[src/rtl/store_buffer_pkg.sv]
// Shared types for the store buffer: the pending-store entry record and size defaults.
package store_buffer_pkg;

    localparam int DEPTH_DEFAULT = 4;
    localparam int DW_DEFAULT    = 32;

    typedef struct packed {
        logic [DW_DEFAULT-1:0] addr;
        logic [DW_DEFAULT-1:0] data;
        logic                  valid;
    } sb_entry_t;

endpackage

[src/rtl/sb_entry_fifo.sv]
// Circular FIFO of pending stores; exposes every slot ordered oldest-first so the
// owner can run an address match over all live entries in one cycle.
module sb_entry_fifo
    import store_buffer_pkg::*;
#(
    parameter int DEPTH = DEPTH_DEFAULT
) (
    input  logic                     clk,
    input  logic                     rst,
    input  logic                     push,
    input  sb_entry_t                push_entry,
    input  logic                     pop,
    output logic [$clog2(DEPTH):0]   count,
    output sb_entry_t                entries [DEPTH]
);

    localparam int PW = $clog2(DEPTH);

    sb_entry_t       mem_reg [DEPTH];
    logic [PW-1:0]   head_reg;
    logic [PW-1:0]   tail_reg;
    logic [PW:0]     count_reg;
    logic [PW:0]     count_next;

    always_ff @(posedge clk) begin
        if (push) begin
            mem_reg[tail_reg] <= push_entry;
        end
    end

    always_comb begin
        count_next = count_reg;
        if (push && !pop) begin
            count_next = count_reg + 1'b1;
        end else if (pop && !push) begin
            count_next = count_reg - 1'b1;
        end
    end

    always_ff @(posedge clk) begin
        if (!rst) begin
            head_reg  <= '0;
            tail_reg  <= '0;
            count_reg <= '0;
        end else begin
            if (push) begin
                tail_reg <= tail_reg + 1'b1;
            end
            if (pop) begin
                head_reg <= head_reg + 1'b1;
            end
            count_reg <= count_next;
        end
    end

    assign count = count_reg;

    // Slot gi is the gi-th oldest entry; liveness comes from the count, not the stored flag.
    for (genvar gi = 0; gi < DEPTH; gi++) begin : g_age
        logic [PW-1:0] idx;
        sb_entry_t     slot;
        assign idx = head_reg + PW'(gi);
        always_comb begin
            slot       = mem_reg[idx];
            slot.valid = (count_reg > (PW+1)'(gi));
        end
        assign entries[gi] = slot;
    end

endmodule

[src/rtl/store_buffer.sv]
// Store buffer: queues processor stores, drains them when loads leave the memory port free.
// Optional macro STORE_BUFFER_FWD_EN forwards matching store data to loads instead of stalling.
module store_buffer
    import store_buffer_pkg::*;
#(
    parameter int DEPTH = DEPTH_DEFAULT,
    parameter int DW    = DW_DEFAULT
) (
    input  logic          clk,
    input  logic          rst,
    input  logic          st_valid,
    input  logic [DW-1:0] st_addr,
    input  logic [DW-1:0] st_data,
    output logic          st_ready,
    input  logic          ld_en,
    input  logic [DW-1:0] ld_addr,
    output logic [DW-1:0] ld_data,
    output logic          ld_stall,
    output logic          mem_wr_en,
    output logic [DW-1:0] mem_addr,
    output logic [DW-1:0] mem_wr_data,
    input  logic [DW-1:0] mem_rd_data,
    output logic          sb_empty
);

    localparam int CW = $clog2(DEPTH) + 1;

    logic [CW-1:0] count;
    sb_entry_t     entries [DEPTH];
    sb_entry_t     push_entry;
    logic          push;
    logic          pop;
    logic          hit;
    logic          stall;
    logic [DW-1:0] hit_data;

    assign st_ready = !rst || (count < CW'(DEPTH));
    assign sb_empty = !rst || (count == '0);
    assign push     = rst && st_valid && st_ready;

    always_comb begin
        push_entry       = '0;
        push_entry.addr  = DW_DEFAULT'(st_addr);
        push_entry.data  = DW_DEFAULT'(st_data);
        push_entry.valid = 1'b1;
    end

    sb_entry_fifo #(
        .DEPTH (DEPTH)
    ) u_fifo (
        .clk        (clk),
        .rst        (rst),
        .push       (push),
        .push_entry (push_entry),
        .pop        (pop),
        .count      (count),
        .entries    (entries)
    );

    // Walk oldest to youngest so the last match seen is the youngest store to that word.
    always_comb begin
        hit      = 1'b0;
        hit_data = '0;
        for (int i = 0; i < DEPTH; i++) begin
            if (entries[i].valid && ((DW'(entries[i].addr) >> 2) == (ld_addr >> 2))) begin
                hit      = 1'b1;
                hit_data = DW'(entries[i].data);
            end
        end
    end

`ifdef STORE_BUFFER_FWD_EN
    assign stall   = 1'b0;
    assign ld_data = (rst && ld_en && hit) ? hit_data : mem_rd_data;
`else
    logic unused_fwd;
    assign unused_fwd = ^hit_data;
    assign stall      = rst && ld_en && hit;
    assign ld_data    = mem_rd_data;
`endif

    // A stalled load yields the port so the matching entries can drain out.
    assign pop      = rst && (count != '0) && (!ld_en || stall);
    assign ld_stall = stall;

    always_comb begin
        mem_wr_en   = pop;
        mem_addr    = '0;
        mem_wr_data = '0;
        if (pop) begin
            mem_addr    = DW'(entries[0].addr);
            mem_wr_data = DW'(entries[0].data);
        end else if (ld_en) begin
            mem_addr = ld_addr;
        end
    end

endmodule

[config.mk]
export PLATFORM = sky130hd
export DESIGN_NAME = store_buffer
export DESIGN_NICKNAME = d
export VERILOG_FILES = /design/src/rtl/store_buffer_pkg.sv /design/src/rtl/sb_entry_fifo.sv /design/src/rtl/store_buffer.sv
export SDC_FILE = /design/constraint.sdc
export NUM_CORES = 1
export LEC_CHECK = 0
export ABC_AREA = 1
export CORE_ASPECT_RATIO = 2
export CORE_UTILIZATION = 40
export CTS_BUF_LIST = sky130_fd_sc_hd__clkbuf_4 sky130_fd_sc_hd__clkbuf_8 sky130_fd_sc_hd__clkbuf_16
export CTS_CLUSTER_DIAMETER = 60
export CTS_CLUSTER_SIZE = 25
export DETAILED_ROUTE_END_ITERATION = 10
export HOLD_SLACK_MARGIN = 0.1
export PLACE_DENSITY_LB_ADDON = 0.2
export REMOVE_ABC_BUFFERS = 1
export SLEW_MARGIN = 40
export SYNTH_ARGS = -nofsm -noshare
export SYNTH_HDL_FRONTEND = slang
export SYNTH_SLANG_ARGS = --single-unit
[constraint.sdc]
create_clock -name clk -period 6.34 [get_ports clk]
set_clock_uncertainty 0.2 [all_clocks]
set_input_delay 1.268 -clock clk [delete_from_list [all_inputs] [get_ports clk]]
set_output_delay 1.268 -clock clk [all_outputs]
set_load 0.05 [all_outputs]
==> out/results.txt, run 1 <==
Final Critical Period = 5930 ps
Post-CTS Hold Buffers = 0
Io pins = 232
Via density = 5.31
Largest register FFs = 256
Clk buf depth = 3
Crit path kind = flop to output pin
CTS tree = yes
Hold Path Class = flop to flop
Share of cells above drive strength 1 = 7.94%
PortBufs = 167
Top Family by Delay on Critical Path = simple AND/OR/NAND/NOR gates
Area Growth Syn to Fin = 19.9%
Worst Path Required = 4870 ps
Hold Vio Cnt, Final = 0
WL per Instance = 19.8 um
Nets = 2400
Row cnt = 103
Worst setup SP type = flop
Placer Congestion = 0.978
Worst hold margin = 338 ps
Largest family of logic cells by synthesized area = simple AND/OR/NAND/NOR gates
Initial antenna violation count = 1
Initial Util = 40.7%
Synthesized instance count = 2174
Setup bufs post-CTS = 0
First-pass GRT wire length = 82500 um
Xor/xnor share of the synthesized area = 0.653%
Leakage = 8.56 nW
Critical path endpoint category = output pin
Adder-cell share of the synthesized area = 0.777%
CTS Buf Count = 18
GR Overflow Total = 0
Finished Core Util = 48.8%
Seq/Total Area, Yosys = 48.9%
Slew HR = 51.8%
Mux cell area share after synthesis = 0.0622%
Unrepaired setup endpoints after global routing = false
Fmax = 169 MHz
Worst-path fanout max = 31
First DRT Iteration DRCs = 995
Synth unique cells = 28
Mapped Avg Cell Area = 7.40 um^2
DRC = 0
Via count = 14800
Worst-Skew Late Latency = 540 ps
Crit-path cells = inv_1, buf_4, nand2_1, nand2_2, buf_4, nand2_1, nand3_1, nand2_1, inv_1, nand2_1, nor2_1, nand2_1, nor2_1, nand2_1, nand2_1, nand2_1, nand3_2, buf_4, nand4_1, nand2_1, buf_12
CP Buf/Inv Count = 6
Crit-path most repeated cell = nand2_1
Max_cap viols = 0
CTS clk-pin slew, worst paths = 90 ps
Chip width = 144 um
Routed Antenna Nets = 0
Seq cells post-synth = 265
Post-Syn Area = 16100 um^2
DPL Wire Length = 38900 um
Worst-Margin Slew = 724 ps
CTS sink count = 265
Htree depth = 1
Gr usage total = 27.2%
Root Buffer Master = clkbuf_16
PD cells = 262 nW/um^2
Outcome = finished clean
Vias in the first global route = 14700
First drt pass iteration count = 5
Crit-path slowest cell = buf_4
Die H = 286 um
Die area = 41100 um^2
VDD IR max = 234 uV
Largest net degree at the start of global routing = 95
Final setup viols = 0
Pins Over Slew Limit = 0
Simple-gate share of the synthesized area = 37.6%
Slowest stage delay, CP = 470 ps
YS warnings = 0
Arr. time, crit path = 4470 ps
Compound-Gate Fraction of Synth Area = 4.63%
Core Region = 39600 um^2
Period utilization = 93.6%
Routed Wire Length = 55300 um
CTS-repair resized insts = 0
==> cell usage after synthesis (all sizes together) <==
cell type / count / area share, %
a21oi: 86 / 2.7
buf: 95 / 3.5
clkbuf: 45 / 1.0
clkinv: 1 / 0.023
dfxtp: 9 / 1.1
edfxtp: 256 / 48
ha: 10 / 0.78
inv: 122 / 2.8
mux2i: 1 / 0.062
nand2: 1122 / 26
nand3: 201 / 6.3
nand4: 27 / 1.0
nor2: 91 / 2.1
nor3: 32 / 1.9
o21a: 1 / 0.047
o21ai: 59 / 1.8
o22ai: 2 / 0.078
or2: 2 / 0.078
xnor2: 2 / 0.11
xor2: 10 / 0.54
==> cells by family (layout without fill, tap and decap cells) <==
group | Yosys count | count (layout)
buffers and inverters | 263 | 357
AO/OA/AOI/OAI | 148 | 148
AND/OR/NAND/NOR | 1475 | 1475
other | 0 | 1
XOR/XNOR | 12 | 12
adder cells (fa/ha/maj) | 10 | 10
flip-flops | 265 | 265
multiplexers | 1 | 1
==> final timing paths <==
| kind | startpoint | end | slack, ps | cells after the start |
|---|---|---|---|---|
| worst max-delay path | u_fifo.head_reg[1] | mem_addr[4] | 410 | 21 |
| worst min-delay path | u_fifo.tail_reg[1] | u_fifo.tail_reg[1] | 340 | 2 |
| worst max register to register | u_fifo.head_reg[1] | u_fifo.count[0] | 2280 | 21 |
| worst min register to register | u_fifo.tail_reg[1] | u_fifo.tail_reg[1] | 340 | 2 |
==> where the power goes <==
part	internal [W]	switching [W]
clock network	0.000585	0.000676
registers	0.00198	0.0000499
logic	0.000578	0.00118
total	0.00315	0.00190
==> metrics by stage <==
step | std cells | power, W | setup slack [ps] | instance area [um^2] | TNS (ps)
3_5_place_dp | 2763 | 0.00382 | 643 | 18700 | 0
3_3_place_gp | 2763 | 0.00380 | 605 | 18700 | 0
5_1_grt | 2794 | 0.00528 | 57.4 | 19300 | 0
6_report | 2794 | 0.00505 | 406 | 19300 | 0
4_1_cts | 2793 | 0.00508 | 386 | 19300 | 0
2_1_floorplan | 2034 | 0.00309 | -3720 | 15400 | -227030
==> worst min-delay path: cells and delay by family (launching register included) <==
kind	cells	cell delay, ps
compound gates	1	60
flops	1	340
buf+inv	1	90
==> layer usage <==
| layer | global-route usage [%] | vias up | wire length (um) |
|---|---|---|---|
| met5 | 0.367 | - | 0 |
| met4 | 20.3 | 0 | 4410 |
| met3 | 5.06 | 184 | 3470 |
| met2 | 48.7 | 605 | 28600 |
| met1 | 27.6 | 6883 | 18800 |
| li1 | - | 7169 | - |
==> cells in the final DEF, fill, tap and decap left out, types with 3 or more instances in the layout <==
| master | synthesis | layout |
|---|---|---|
| nand2_1 | 1121 | 1119 |
| edfxtp_1 | 256 | 256 |
| nand3_1 | 200 | 200 |
| inv_1 | 120 | 119 |
| clkdlybuf4s50_1 | 0 | 100 |
| nor2_1 | 91 | 87 |
| a21oi_1 | 86 | 86 |
| buf_12 | 0 | 67 |
| o21ai_0 | 57 | 57 |
| buf_4 | 36 | 36 |
| nor3_2 | 29 | 29 |
| nand4_1 | 27 | 27 |
| clkbuf_16 | 0 | 19 |
| xor2_1 | 10 | 10 |
| ha_1 | 10 | 10 |
| dfxtp_1 | 9 | 6 |
| nor2_4 | 0 | 4 |
| inv_2 | 2 | 3 |
| nor3_1 | 3 | 3 |
==> layout make-up <==
class / instances / area, um^2
antenna: 1 / 2.50
clock buffer: 19 / 475
clock inverter: 11 / 128
fill: 3826 / 20300
inverter: 123 / 464
multi-input combinational: 1646 / 7080
sequential: 265 / 7880
tap: 525 / 657
timing repair buffer: 204 / 2620
Power figures use the tool's default switching activity.
==> inputs of run 2 (changes only) <==
--- a/config.mk
+++ b/config.mk
@@ -12,6 +12,7 @@
 export CTS_CLUSTER_DIAMETER = 60
 export CTS_CLUSTER_SIZE = 25
 export DETAILED_ROUTE_END_ITERATION = 10
+export GPL_ROUTABILITY_DRIVEN = 0
 export HOLD_SLACK_MARGIN = 0.1
 export PLACE_DENSITY_LB_ADDON = 0.2
 export REMOVE_ABC_BUFFERS = 1
==> run 2 against run 1 <==
First-iteration DRC count down 12%; total power fell by 1.7%; fmax rose by 2.4%; non-clock buffer count grew 1; sequential power hardly changed; highest routed layer unchanged; clock power down 7%.
==> out/results.txt, run 2 (synthesis gave the netlist of run 1 again) <==
Hold Crit Start = u_fifo.tail_reg[1]
Launch point of the worst reg-to-reg path = u_fifo.head_reg[0]
Crit path launch = u_fifo.head_reg[0]
Setup bufs post-CTS = 0
Unrepaired setup endpoints after global routing = false
PD cells = 257 nW/um^2
Largest net degree at the start of global routing = 133
VDD IR max = 275 uV
Htree depth = 1
Vias in the first global route = 14700
Row cnt = 103
Max_cap viols = 0
Critical path endpoint category = output pin
Setup WS post-layout = 546 ps
Initial Util = 40.7%
Gr usage total = 26.9%
Commonest cells after routing, fill and taps aside = 1119 x nand2_1, 256 x edfxtp_1, 200 x nand3_1
First drt pass iteration count = 6
Crit path kind = flop to output pin
DRC = 0
Worst hold margin = 358 ps
CTS-repair resized insts = 0
CTS tree = yes
DP Worst Slack = 807 ps
Worst-Margin Slew = 743 ps
Via count = 15000
Worst setup SP type = flop
Fmax = 173 MHz
Period utilization = 91.4%
PortBufs = 167
Area after DPL = 18800 um^2
Routed Antenna Nets = 0
Outcome = finished clean
CTS sink count = 265
Final setup viols = 0
Worst Path Required = 4870 ps
Share of cells above drive strength 1 = 7.86%
Worst-path fanout max = 35
Arr. time, crit path = 4330 ps
Chip width = 144 um
DPL Wire Length = 38200 um
Initial antenna violation count = 1
Non-Filler Instances = 2792
Die area = 41100 um^2
Pins Over Slew Limit = 0
Area Growth Syn to Fin = 19.9%
First-pass GRT wire length = 82200 um
Via density = 5.38
Leakage = 8.54 nW
GR Overflow Total = 0
Io pins = 232
Fin area = 19300 um^2
CTS Buf Count = 17
CTS clk-pin slew, worst paths = 100 ps
Clk buf depth = 3
Worst-Skew Late Latency = 540 ps
Finished Core Util = 48.8%
Root Buffer Master = clkbuf_16
Largest register FFs = 256
Core Region = 39600 um^2
Hold Vio Cnt, Final = 0
Routed Wire Length = 54600 um
Hold Path Class = flop to flop
Slew HR = 50.4%
Post-CTS Hold Buffers = 0
WL per Instance = 19.6 um
Die H = 286 um
Commonest non-fill, non-tap cell in the layout = nand2_1
First DRT Iteration DRCs = 875
Placed cell count = 2764
Final Critical Period = 5790 ps
Nets = 2400
==> run 2: cell types whose count changed in the layout (fill, tap and decap cells not counted) <==
| cell | before | now |
|---|---|---|
| clkinv_2 | 2 | 0 |
| buf_16 | 0 | 1 |
| inv_12 | 2 | 0 |
| buf_12 | 67 | 69 |
| inv_16 | 1 | 0 |
| clkbuf_16 | 19 | 17 |
| inv_6 | 2 | 4 |
| buf_8 | 0 | 1 |
| buf_4 | 36 | 33 |
| clkinv_8 | 1 | 3 |
==> run 2: power by group <==
part	total (W)	internal, W	switching, W
combinational	0.00177	0.000584	0.00119
sequential	0.00202	0.00198	0.0000368
clock	0.00117	0.000523	0.000650
total	0.00497	0.00309	0.00187
==> run 2: area by class of cell <==
| class | instances | area (um^2) |
|---|---|---|
| clock inverter | 10 | 115 |
| clock buffer | 17 | 425 |
| sequential | 265 | 7880 |
| inverter | 123 | 464 |
| antenna | 1 | 2.50 |
| timing repair buffer | 205 | 2680 |
| multi-input combinational | 1646 | 7080 |
| tap | 525 | 657 |
| fill | 3860 | 20300 |
==> run 2: path summary, 6_finish.rpt <==
check | endpoint | slack [ps] | depth (start not counted)
max | mem_wr_data[31] | 550 | 20
min | u_fifo.tail_reg[1] | 360 | 2
max reg2reg | u_fifo.count[2] | 2170 | 21
min reg2reg | u_fifo.tail_reg[1] | 360 | 2
==> run 2: through the flow <==
| step | TNS, ps | total power (W) |
|---|---|---|
| after floorplan | -227030 | 0.00309 |
| after global placement | 0 | 0.00380 |
| after detailed placement | 0 | 0.00382 |
| after CTS | 0 | 0.00499 |
| after global routing | 0 | 0.00520 |
| final | 0 | 0.00497 |
==> run 2: layer usage <==
layer  wire (um)  global-route usage (%)  share of wire (%)  up-vias
li1            -                       -                  -     7166
met2       28000                    47.7                 51      616
met5           0                   0.979                  0        -
met4        4640                    21.3                8.5        0
met1       18500                    26.9                 34     7035
met3        3510                    5.19                6.4      207
==> run 2: critical path: stages, from the launching register on <==
cell and delay (ps):
dfxtp_4 470, inv_2 380, nand2_1 290, nand2_2 130, buf_4 390, nand2_1 130, nand2_1 80, nand2_1 40
nand2_1 70, nand2_1 60, nor2_1 300, nand2_1 90, nor2_1 110, nand2_1 50, nand2_1 60, nand2_1 80
nand3_2 110, nand2_4 140, buf_4 240, nor3_1 320, buf_12 190
==> inputs of run 3 (changes only) <==
==> constraint.sdc (replaced) <==
create_clock -name clk -period 5.3 [get_ports clk]
set_clock_uncertainty 0.2 [all_clocks]
set_input_delay 1.06 -clock clk [delete_from_list [all_inputs] [get_ports clk]]
set_output_delay 1.06 -clock clk [all_outputs]
set_load 0.05 [all_outputs]
==> run 3 against run 2 <==
Hold slack gained 0.82 ps; critical path type unchanged; sequential share of layout area shrank 1.3 points; die area is the same; global-route usage grew 0.92 points; largest cell class unchanged.
==> out/results.txt, run 3 (synthesis gave the netlist of run 1 again) <==
Largest register FFs = 256
Hold Crit Start = u_fifo.tail_reg[1]
First DRT Iteration DRCs = 1229
PD cells = 311 nW/um^2
WL per Instance = 20.1 um
Non-Filler Instances = 2835
Hold Vio Cnt, Final = 0
Final setup viols = 0
Vias in the first global route = 14800
Row cnt = 103
Worst Path Required = 4040 ps
Clock power frac = 24.7%
Worst-Margin Slew = 825 ps
Top Family by Delay on Critical Path = simple AND/OR/NAND/NOR gates
Routed Antenna Nets = 0
Die H = 286 um
Via density = 5.37
Launch point of the worst reg-to-reg path = u_fifo.head_reg[1]
DRC = 0
Period utilization = 96.8%
Gr usage total = 27.8%
CTS clk-pin slew, worst paths = 110 ps
Arr. time, crit path = 3870 ps
VDD IR max = 354 uV
Sequential power share = 39.0%
Filler cell count = 3726
Core Region = 39600 um^2
Pins Over Slew Limit = 0
GR Overflow Total = 0
Worst-path fanout max = 23
Crit path kind = flop to output pin
Worst-Skew Late Latency = 550 ps
Fmax = 195 MHz
Via count = 15200
Crit-path cells = buf_4, inv_1, nand2_4, nand2_8, buf_16, nand2_1, nand3_1, o21ai_1, nor2_1, nand2_1, nor2_1, nand2_1, nor2_1, nor2_1, nand3_4, nand2_4, buf_12, nand3_1, nand2_1, buf_12
Initial Util = 40.7%
Slowest stage delay, CP = 390 ps
Hold Path Class = flop to flop
Critical path endpoint category = output pin
Leakage = 8.85 nW
Pint = 0.00385 W
Die area = 41100 um^2
PortBufs = 167
Chip width = 144 um
Commonest non-fill, non-tap cell in the layout = nand2_1
Max_cap viols = 0
Outcome = finished clean
Area Growth Syn to Fin = 23.7%
Commonest cells after routing, fill and taps aside = 1118 x nand2_1, 256 x edfxtp_1, 199 x nand3_1
Worst setup SP type = flop
Slew HR = 44.9%
First-pass GRT wire length = 84200 um
First drt pass iteration count = 5
Sum Neg Setup Slack = 0 ps
Initial antenna violation count = 2
Largest net degree at the start of global routing = 90
Psw = 0.00235 W
Share of cells above drive strength 1 = 9.87%
Clk buf depth = 3
Root Buffer Master = clkbuf_16
Placed cell count = 2801
Routed Wire Length = 57100 um
Final Critical Period = 5130 ps
Crit-path slowest cell = dfxtp_2
Htree depth = 1
DPL Wire Length = 40300 um
Io pins = 232
CP Buf/Inv Count = 5
Unrepaired setup endpoints after global routing = false
Crit path launch = u_fifo.head_reg[1]
Sw Ratio = 37.9%
CTS sink count = 265
CTS tree = yes
Post-CTS Hold Buffers = 0
Comb power frac = 36.3%
Nets = 2442
CTS Buf Count = 18
run 3: what timing repair did:
item,CTS,global route
pin swaps,0,1
gates resized for setup,6,16
buffers inserted,0,2
gates cloned,0,2
setup endpoints to repair,63,64
endpoints found under the hold margin,0,0
run 3: per-stage QoR:
stage	setup slack (ps)	power [W]	instance area [um^2]	util (%)	hold slack, ps
finish	171	0.00620	19900	50.3	359
floorplan	-4550	0.00369	15400	-	290
global placement	232	0.00461	19100	48.4	309
detailed placement	222	0.00464	19100	48.4	344
global route	1.96	0.00648	19900	50.3	377
CTS	65.6	0.00617	19800	50.0	358
run 3: area by class of cell:
type                    count  area [um^2]  share of cell area, %
flip-flops and latches    265         7880                   39.6
multi-input cells        1646         7140                   35.8
repair buffers            246         3160                   15.9
well taps                 525          657                   3.30
clock buffers              19          475                   2.39
inverters                 123          464                   2.33
clock inverters            10          134                  0.672
diodes                      1         2.50                 0.0126
run 3: worst paths after layout:
check                       end  slack, ps  cells past startpoint
min          u_fifo.tail_reg[1]        360                      2
max reg2reg     u_fifo.count[1]       1500                     20
min reg2reg  u_fifo.tail_reg[1]        360                      2
max                mem_addr[28]        170                     20
run 3: per-layer routing:
layer | wire length (um) | part of all wire, % | vias to the layer above | global-route usage, %
li1 | - | - | 7264 | -
met5 | 13 | 0.023 | - | 0.367
met4 | 5370 | 9.4 | 2 | 23.4
met3 | 4080 | 7.1 | 234 | 5.29
met1 | 19500 | 34 | 7039 | 28.9
met2 | 28100 | 49 | 692 | 47.7
run 3: worst min-delay path: stages (launching register included):
cell and delay [ps]:
dfxtp_1 350, inv_1 100, a21oi_1 70
run 3: power groups by stage:
stage / registers, W / clock network (W) / logic (W)
6_report: 0.00242 / 0.00153 / 0.00225
5_1_grt: 0.00242 / 0.00162 / 0.00243
4_1_cts: 0.00242 / 0.00157 / 0.00219
3_5_place_dp: 0.00246 / 0 / 0.00217
3_3_place_gp: 0.00246 / 0 / 0.00215
2_1_floorplan: 0.00251 / 0 / 0.00118
==> patch (settings of run 1) <==
Make the reset (`rst`) asynchronous in one clocked block.
--- a/src/rtl/sb_entry_fifo.sv
+++ b/src/rtl/sb_entry_fifo.sv
@@ -37,7 +37,7 @@
         end
     end
 
-    always_ff @(posedge clk) begin
+    always_ff @(posedge clk or negedge rst) begin
         if (!rst) begin
             head_reg  <= '0;
             tail_reg  <= '0;
Function: no difference found for any inputs over 4 cycles, from zero or initial values and one cycle with rst low; that may be too few to reach the edited logic, so the function may still have changed.
==> patch against run 1 <==
- critical endpoint is now mem_wr_data[24]
- largest cell class unchanged
- utilization grew 0.46 points
- final area is 4.5% lower
- worst hold slack improved by 0.026 ns
- sequential cell count down 2
- count of clock-buffer cells in the layout increased by 1
- worst setup slack better by 0.12 ns
- wire length fell by 14%
- fmax is 2.0% higher
- area after synthesis down 5.2%
Power is not compared: it rests on default switching activity, and its combinational part moved more than twofold at a synthesized area within 25%.
==> patch: results (changes against run 1) <==
- Worst Path Arrival: 4.35 ns (-0.12 ns)
- Wire per inst: 19.1 microns (-3.5%)
- Post-DP HPWL: 34,000 microns (-13%)
- Met2 Use GR: 44.9% (-3.8 points)
- Fillers: 3,538 (-7.5%)
- Via density: 5.33 (+0.35%)
- Synth Area in Compound Gates: 5.17% (+0.53 points)
- FFs w/ async S/R, synth: 2.66% (+2.7 points)
- Met2 Wirelength: 24,600 microns (-14%)
- Setup crit start: u_fifo.head_reg[0]
- Later-pin clock latency in the skew report: 0.52 ns (-0.02 ns)
- FF-to-FF path depth: 19 (-9.5%)
- Largest stage delay on the critical path: 0.54 ns (+0.07 ns)
- First-pass GRT wire length: 72,900 microns (-12%)
- Num CTS Buffers: 16 (-2)
- Met1 GRT Util: 26.8% (-0.78 points)
- Met3 wire length: 2360 microns (-32%)
- Initial Util: 40.8% (+0.11 points)
- Worst-path fanout max: 57 (+84%)
- First DRT Iteration DRCs: 904 (-9.1%)
- Nets@finish: 2,165 (-9.8%)
- Routability cong.: 0.950 (-2.8%)
- Ratio of final minimum period to clock period: 91.8% (-1.8 points)
- Worst Setup EP: mem_wr_data[24]
- Ranking of synthesized cells by area: edfxtp_1, nand2_1, nand3_1
- Adder-cell share of the synthesized area: 0.820% (+0.043 points)
- Reg2reg setup slack: 1.88 ns (-0.40 ns)
- GRT Total Usage: 24.7% (-2.5 points)
- Drt first pass iters: 6 (+1)
- M1 wire length: 17,600 microns (-6.0%)
- Synth top cells by count: nand2_1, nand3_1, edfxtp_1, inv_1, nor2_1
- Share of layout cells above drive strength 1: 8.21% (+0.28 points)
- Status: complete, no violations
- Vias in the first global route: 13,137 (-11%)
- Netlist cell types: 29 (+3.6%)
- Post-DP Area: 0.0179 sq mm (-4.3%)
## patch: changes by cell type in the layout (fill, tap and decap cells not counted), moves of 29 or more
| cell | run 1 | this run |
|---|---|---|
| a22o_1 | 0 | 32 |
| o21ai_0 | 57 | 23 |
| nand2_1 | 1119 | 885 |
| nor3_2 | 29 | 0 |
| a21oi_1 | 86 | 6 |
| nand3_1 | 200 | 261 |
| a221oi_1 | 0 | 32 |
## patch: how the worst min path moves through the flow
stage                               start              end  slack, ns  cells past startpoint
after floorplan           u_fifo.count[1]  u_fifo.count[1]       0.30                      2
after global placement    u_fifo.count[1]  u_fifo.count[1]       0.33                      2
after detailed placement  u_fifo.count[1]  u_fifo.count[1]       0.34                      2
after CTS                 u_fifo.count[1]  u_fifo.count[1]       0.37                      2
after global routing      u_fifo.count[0]  u_fifo.count[0]       0.39                      1
final                     u_fifo.count[1]  u_fifo.count[1]       0.36                      2
## patch: where the power goes
part | internal, mW | leakage, nW | switching (mW)
clock network | 0.526 | 0.253 | 0.593
registers | 2.03 | 2.39 | 0.0529
logic | 1.49 | 5.58 | 3.01
total | 4.05 | 8.23 | 3.65
## patch: metrics by stage
step | std cells | power [mW] | util [%]
after global routing | 2493 | 8.26 | 49.2
final | 2493 | 7.70 | 49.2
after floorplan | 1801 | 4.92 | -
after detailed placement | 2464 | 6.62 | 47.8
after global placement | 2463 | 6.57 | 47.7
after CTS | 2492 | 7.74 | 49.2
## patch: area by class of cell
type                       count  share of cell area, %
timing repair buffer         204                   14.6
multi-input combinational   1386                   33.6
clock inverter                 8                  0.448
inverter                     152                   3.10
antenna                        1                 0.0136
sequential                   263                   42.7
tap                          459                   3.12
clock buffer                  20                   2.43
## patch: worst min-delay path, stage by stage, from the launching register on
cell and delay [ns]:
dfrtp_1 0.40, nand2_1 0.06, o21ai_0 0.07
